==> config.mk <==
export PLATFORM = sky130hd
export DESIGN_NAME = alu_input_loader
export DESIGN_NICKNAME = d
export VERILOG_FILES = /design/src/rtl/alu_input_loader.sv
export SDC_FILE = /design/constraint.sdc
export NUM_CORES = 1
export LEC_CHECK = 0
export CAP_MARGIN = 20
export CELL_PAD_IN_SITES_DETAIL_PLACEMENT = 1
export CELL_PAD_IN_SITES_GLOBAL_PLACEMENT = 2
export CORE_UTILIZATION = 39
export DETAILED_ROUTE_END_ITERATION = 16
export GPL_TIMING_DRIVEN = 0
export PLACE_DENSITY_LB_ADDON = 0.1
export SETUP_SLACK_MARGIN = 0.4
export SYNTH_ARGS = -nofsm -noshare
export SYNTH_HDL_FRONTEND = slang
export SYNTH_SLANG_ARGS = --single-unit
==> constraint.sdc <==
create_clock -name clk -period 4.1 [get_ports clk]
set_input_delay 0.82 -clock clk [delete_from_list [all_inputs] [get_ports clk]]
set_output_delay 0.82 -clock clk [all_outputs]
set_load 0.02 [all_outputs]
==> src/rtl/alu_input_loader.sv <==
// ---------------------------------------------------------------------------
// alu_input_loader
// Collects two operands and an operation from front-panel switches, one item
// per debounced press of the load button, and presents them to an ALU.
//
// Ports
//   clk, rst_n         system clock, asynchronous active-low reset
//   sw[N-1:0]          raw operand switches, captured on a load press
//   op_sw[2:0]         raw operation switches, captured on the third press
//   btn_load           raw bouncy load button (active-high)
//   btn_clear          raw bouncy clear button (active-high)
//   a, b[N-1:0]        registered operands
//   op[2:0]            registered operation select
//   valid              high while in READY (complete operand set)
//   stage[1:0]         current state code for LEDs
// ---------------------------------------------------------------------------
module alu_input_loader #(
    parameter int unsigned N          = 4,
    parameter int unsigned DEB_CYCLES = 4
) (
    input  logic         clk,
    input  logic         rst_n,
    input  logic [N-1:0] sw,
    input  logic [2:0]   op_sw,
    input  logic         btn_load,
    input  logic         btn_clear,
    output logic [N-1:0] a,
    output logic [N-1:0] b,
    output logic [2:0]   op,
    output logic         valid,
    output logic [1:0]   stage
);

    localparam int unsigned CNT_W = 16;
    localparam int unsigned NBTN  = 2;
    localparam int unsigned BTN_LOAD  = 0;
    localparam int unsigned BTN_CLEAR = 1;
    localparam logic [CNT_W-1:0] CNT_LAST = CNT_W'(DEB_CYCLES - 1);

    localparam logic [1:0] ST_LOAD_A  = 2'b00;
    localparam logic [1:0] ST_LOAD_B  = 2'b01;
    localparam logic [1:0] ST_LOAD_OP = 2'b10;
    localparam logic [1:0] ST_READY   = 2'b11;

    logic [NBTN-1:0]  w_btn_raw;
    logic [NBTN-1:0]  r_sync1;
    logic [NBTN-1:0]  r_sync2;
    logic [NBTN-1:0]  r_deb;
    logic [NBTN-1:0]  r_press;
    logic [CNT_W-1:0] r_cnt [NBTN];

    logic [1:0]   r_state;
    logic [1:0]   w_next_state;
    logic         w_cap_a;
    logic         w_cap_b;
    logic         w_cap_op;
    logic         w_load;
    logic         w_clear;
    logic [N-1:0] r_a;
    logic [N-1:0] r_b;
    logic [2:0]   r_op;
    logic         r_valid;

    assign w_btn_raw = {btn_clear, btn_load};

    // Two-flop synchronizers for the asynchronous button inputs
    always_ff @(posedge clk or negedge rst_n) begin
        if (!rst_n) begin
            r_sync1 <= '0;
            r_sync2 <= '0;
        end else begin
            r_sync1 <= w_btn_raw;
            r_sync2 <= r_sync1;
        end
    end

    // Debounce: the level flips only after DEB_CYCLES consecutive mismatching
    // samples; r_press is a one-cycle pulse on each debounced 0->1 flip.
    always_ff @(posedge clk or negedge rst_n) begin
        if (!rst_n) begin
            r_deb   <= '0;
            r_press <= '0;
            for (int i = 0; i < NBTN; i++) begin
                r_cnt[i] <= '0;
            end
        end else begin
            for (int i = 0; i < NBTN; i++) begin
                r_press[i] <= 1'b0;
                if (r_sync2[i] != r_deb[i]) begin
                    if (r_cnt[i] == CNT_LAST) begin
                        r_deb[i]   <= r_sync2[i];
                        r_press[i] <= r_sync2[i];
                        r_cnt[i]   <= '0;
                    end else begin
                        r_cnt[i] <= r_cnt[i] + CNT_W'(1);
                    end
                end else begin
                    r_cnt[i] <= '0;
                end
            end
        end
    end

    assign w_load  = r_press[BTN_LOAD];
    assign w_clear = r_press[BTN_CLEAR];

    // State register
    always_ff @(posedge clk or negedge rst_n) begin
        if (!rst_n) begin
            r_state <= ST_LOAD_A;
        end else begin
            r_state <= w_next_state;
        end
    end

    // Next-state and capture enables; clear overrides a simultaneous load
    always_comb begin
        w_next_state = r_state;
        w_cap_a      = 1'b0;
        w_cap_b      = 1'b0;
        w_cap_op     = 1'b0;
        if (w_clear) begin
            w_next_state = ST_LOAD_A;
        end else if (w_load) begin
            case (r_state)
                ST_LOAD_A: begin
                    w_cap_a      = 1'b1;
                    w_next_state = ST_LOAD_B;
                end
                ST_LOAD_B: begin
                    w_cap_b      = 1'b1;
                    w_next_state = ST_LOAD_OP;
                end
                ST_LOAD_OP: begin
                    w_cap_op     = 1'b1;
                    w_next_state = ST_READY;
                end
                ST_READY: begin
                    w_next_state = ST_LOAD_A;
                end
                default: begin
                    w_next_state = ST_LOAD_A;
                end
            endcase
        end
    end

    // Operand registers and valid flag
    always_ff @(posedge clk or negedge rst_n) begin
        if (!rst_n) begin
            r_a     <= '0;
            r_b     <= '0;
            r_op    <= '0;
            r_valid <= 1'b0;
        end else begin
            r_valid <= (w_next_state == ST_READY);
            if (w_clear) begin
                r_a  <= '0;
                r_b  <= '0;
                r_op <= '0;
            end else begin
                if (w_cap_a) begin
                    r_a <= sw;
                end
                if (w_cap_b) begin
                    r_b <= sw;
                end
                if (w_cap_op) begin
                    r_op <= op_sw;
                end
            end
        end
    end

    assign a     = r_a;
    assign b     = r_b;
    assign op    = r_op;
    assign valid = r_valid;
    assign stage = r_state;

endmodule

==> metrics.cfg <==
[drt]
drt_first_pass_iters = 4
drt-initial-drc-count = 75
routed_wl_um = 5300
vias = 1848
antenna_left = 0
routedWlPerCell_um = 15.06
vias_per_cell = 5.250
drc = 0

[critical_path]
crit_family = buffers and inverters
cp-end-kind = primary output
cp_cell_sequence = clkdlybuf4s50_1
cp_num_cells = 1
crit_type = reg -> out
start_kind = register
timing.rr.start = r_cnt[0]$_DFF_PN0_
cp_num_buf_inv = 1
path_max_fanout = 4
r2r_setup_slack_ps = 1960
endpoint = stage[0]
max_stage_delay_ps = 630
worstPathRequired_ps = 3280
slowest_stage = clkdlybuf4s50_1
cp-startpoint = stage[0]$_DFF_PN0_
reg2reg_depth = 6
r2r_end = r_cnt[12]$_DFF_PN0_
worstPathArrival_ps = 1350

[clocking]
clock_sinks = 54
cts_setup_buffers = 0
clock_latency_ps = 300
cts_tree = built
clockBufferDepth = 2
clk_pin_slew_ps = 90
hold_buffers = 0
cts_root_buf = clkbuf_8
h-tree-depth = 2
cts_buffers = 5
cts_resized = 0

[pwr]
finalPower_uw = 1549
p_per_area_nw_per_um2 = 530.7
ir_worst_vdd_v = 0.0003533
p_leak_uw = 0.001201

[sta]
finClkSkew_ps = 9.361
worstMarginPinSlew_ps = 511.1
max_freq_mhz = 460.5
drv_slew = 0
fin_tns_setup_ps = 0
rsz0062_at_grt = no
period_minus_slack_ps = 2171
hold_viol = 0
holdWs_ps = 361.9
fin_crit_sh_pct = 52.96
max-slew-margin-rel_pct = 65.93
report.final.setup_viol = 0

[global_route]
grt_pass1_vias = 1869
grt_max_degree = 40
grt_usage_pct = 18.41
overflow = 0
grt_pass1_wl_um = 9177
antenna_found_initial = 0

[cells_and_area]
diodes = 0
area_delta_synth_final_pct = 18.79
drive_gt1_share_pct = 6.498
nets = 294
final_util_pct = 48.73

[run]
cap_violations = 0

[synth]
synth-xor-area-share_pct = 10.34
syn_area_per_cell_um2 = 10.03
netlist_area_um2 = 2457
synthSimpleGateAreaFrac_pct = 24.90
synth_warnings = 0
syn_inst = 245
ys_ff_latch = 54
yosysSeqAreaShare_pct = 54.99
synth_compound_area_share_pct = 2.953
syn_nets = 262
yosys.area_share.adder_pct = 3.055
synth_top_family_by_area = simple AND/OR/NAND/NOR gates
synthMuxAreaShare_pct = 1.324
synth.distinct_cells = 26

[run_status]
status = finished, final reports clean

[die]
rows = 28
start_util_pct = 41.02
num_io_pins = 25
fp.dieArea_um2 = 6623
die-width_um = 81.38
die_y_um = 81.38
core_um2 = 5991

[placed_design]
gp_congestion = 0.7992
post-dp-hpwl_um = 3824
port_buffers = 24

[min_path]
min_path_type = reg -> reg

cell usage after synthesis:
cell type	n	share of area, %
and4_2	1	0.41
dfrtp_1	54	55
nand3_1	22	4.5
and3_2	1	0.31
nor4b_1	2	0.71
o21ai_0	1	0.20
nor3b_1	2	0.61
nor3_1	11	2.2
nor4_1	9	2.3
nand2_1	23	3.5
a21oi_1	12	2.4
or2_4	1	0.36
buf_2	3	0.61
mux2_2	2	0.92
ha_1	6	3.1
mux2i_1	1	0.41
nand4_2	1	0.51
xor2_1	10	3.6
nor2_1	35	5.3
and3_1	3	0.76
inv_1	6	0.92
clkbuf_1	6	0.92
or4_1	1	0.31
o31ai_1	1	0.31
nand4_1	12	3.1
xnor2_1	19	6.8
layer usage:
| metal | wire, µm | GRT usage, % | vias to the layer above |
|---|---|---|---|
| met5 | 0 | 0 | - |
| met2 | 2401 | 28.67 | 33 |
| li1 | - | - | 903 |
| met3 | 176 | 3.708 | 4 |
| met4 | 46 | 4.286 | 0 |
| met1 | 2674 | 26.22 | 908 |
state kept, by name, indices dropped and copies added, names as in the netlist:
signal   count
a            4
b            4
op           3
r_cnt       32
r_deb        2
r_press      2
r_sync1      2
r_sync2      2
stage        2
valid        1
worst min-delay path by stage:
stage,startpoint,end,slack (ps),depth (start not counted)
after floorplan,r_sync1[0]$_DFF_PN0_,r_sync2[0]$_DFF_PN0_,330,0
after detailed placement,r_sync1[0]$_DFF_PN0_,r_sync2[0]$_DFF_PN0_,340,0
after global routing,r_sync1[0]$_DFF_PN0_,r_sync2[0]$_DFF_PN0_,370,0
after CTS,r_sync1[0]$_DFF_PN0_,r_sync2[0]$_DFF_PN0_,370,0
final,r_sync1[0]$_DFF_PN0_,r_sync2[0]$_DFF_PN0_,360,0
after global placement,r_sync1[0]$_DFF_PN0_,r_sync2[0]$_DFF_PN0_,330,0
cell families after synthesis:
family	count (synthesis)
xor gates and xnor gates	29
AOI/OAI and AO/OA	14
adders and majority gates	6
muxes	3
DFF	54
and+or+nand+nor	124
buffers and inverters	15
placed cells by master, fill, tap and decap left out, drive strengths merged, types with 10 or more instances in the layout:
master and instances:
a21oi 12, clkbuf 12, clkdlybuf4s50 23, dfrtp 54, nand2 23, nand3 22, nand4 13, nor2 35
nor3 11, xnor2 19, xor2 10
where the power goes:
| group | internal (µW) | switching, µW | total [µW] |
|---|---|---|---|
| logic | 210 | 283 | 494 |
| clock network | 196 | 166 | 361 |
| registers | 627 | 66.8 | 694 |
| total | 1030 | 516 | 1550 |
final cells by class:
class | count | area [µm²]
Fill cell | 682 | 3072
Timing Repair Buffer | 25 | 255.2
Multi-Input combinational cell | 176 | 1046
Clock buffer | 6 | 82.58
Sequential cell | 54 | 1351
Tap cell | 75 | 93.84
Inverter | 6 | 22.52
Buffer | 9 | 37.54
Clock inverter | 1 | 30.03
metrics by stage:
| stage | worst slack (ps) | std cells | instance area [µm²] |
|---|---|---|---|
| after floorplan | 2461 | 245 | 2457 |
| after global placement | 514.3 | 344 | 2791 |
| after detailed placement | 1916 | 345 | 2806 |
| after CTS | 1901 | 352 | 2919 |
| after global routing | 1742 | 352 | 2919 |
| final | 1929 | 352 | 2919 |
Note: power is estimated with default switching activity, not from simulation.
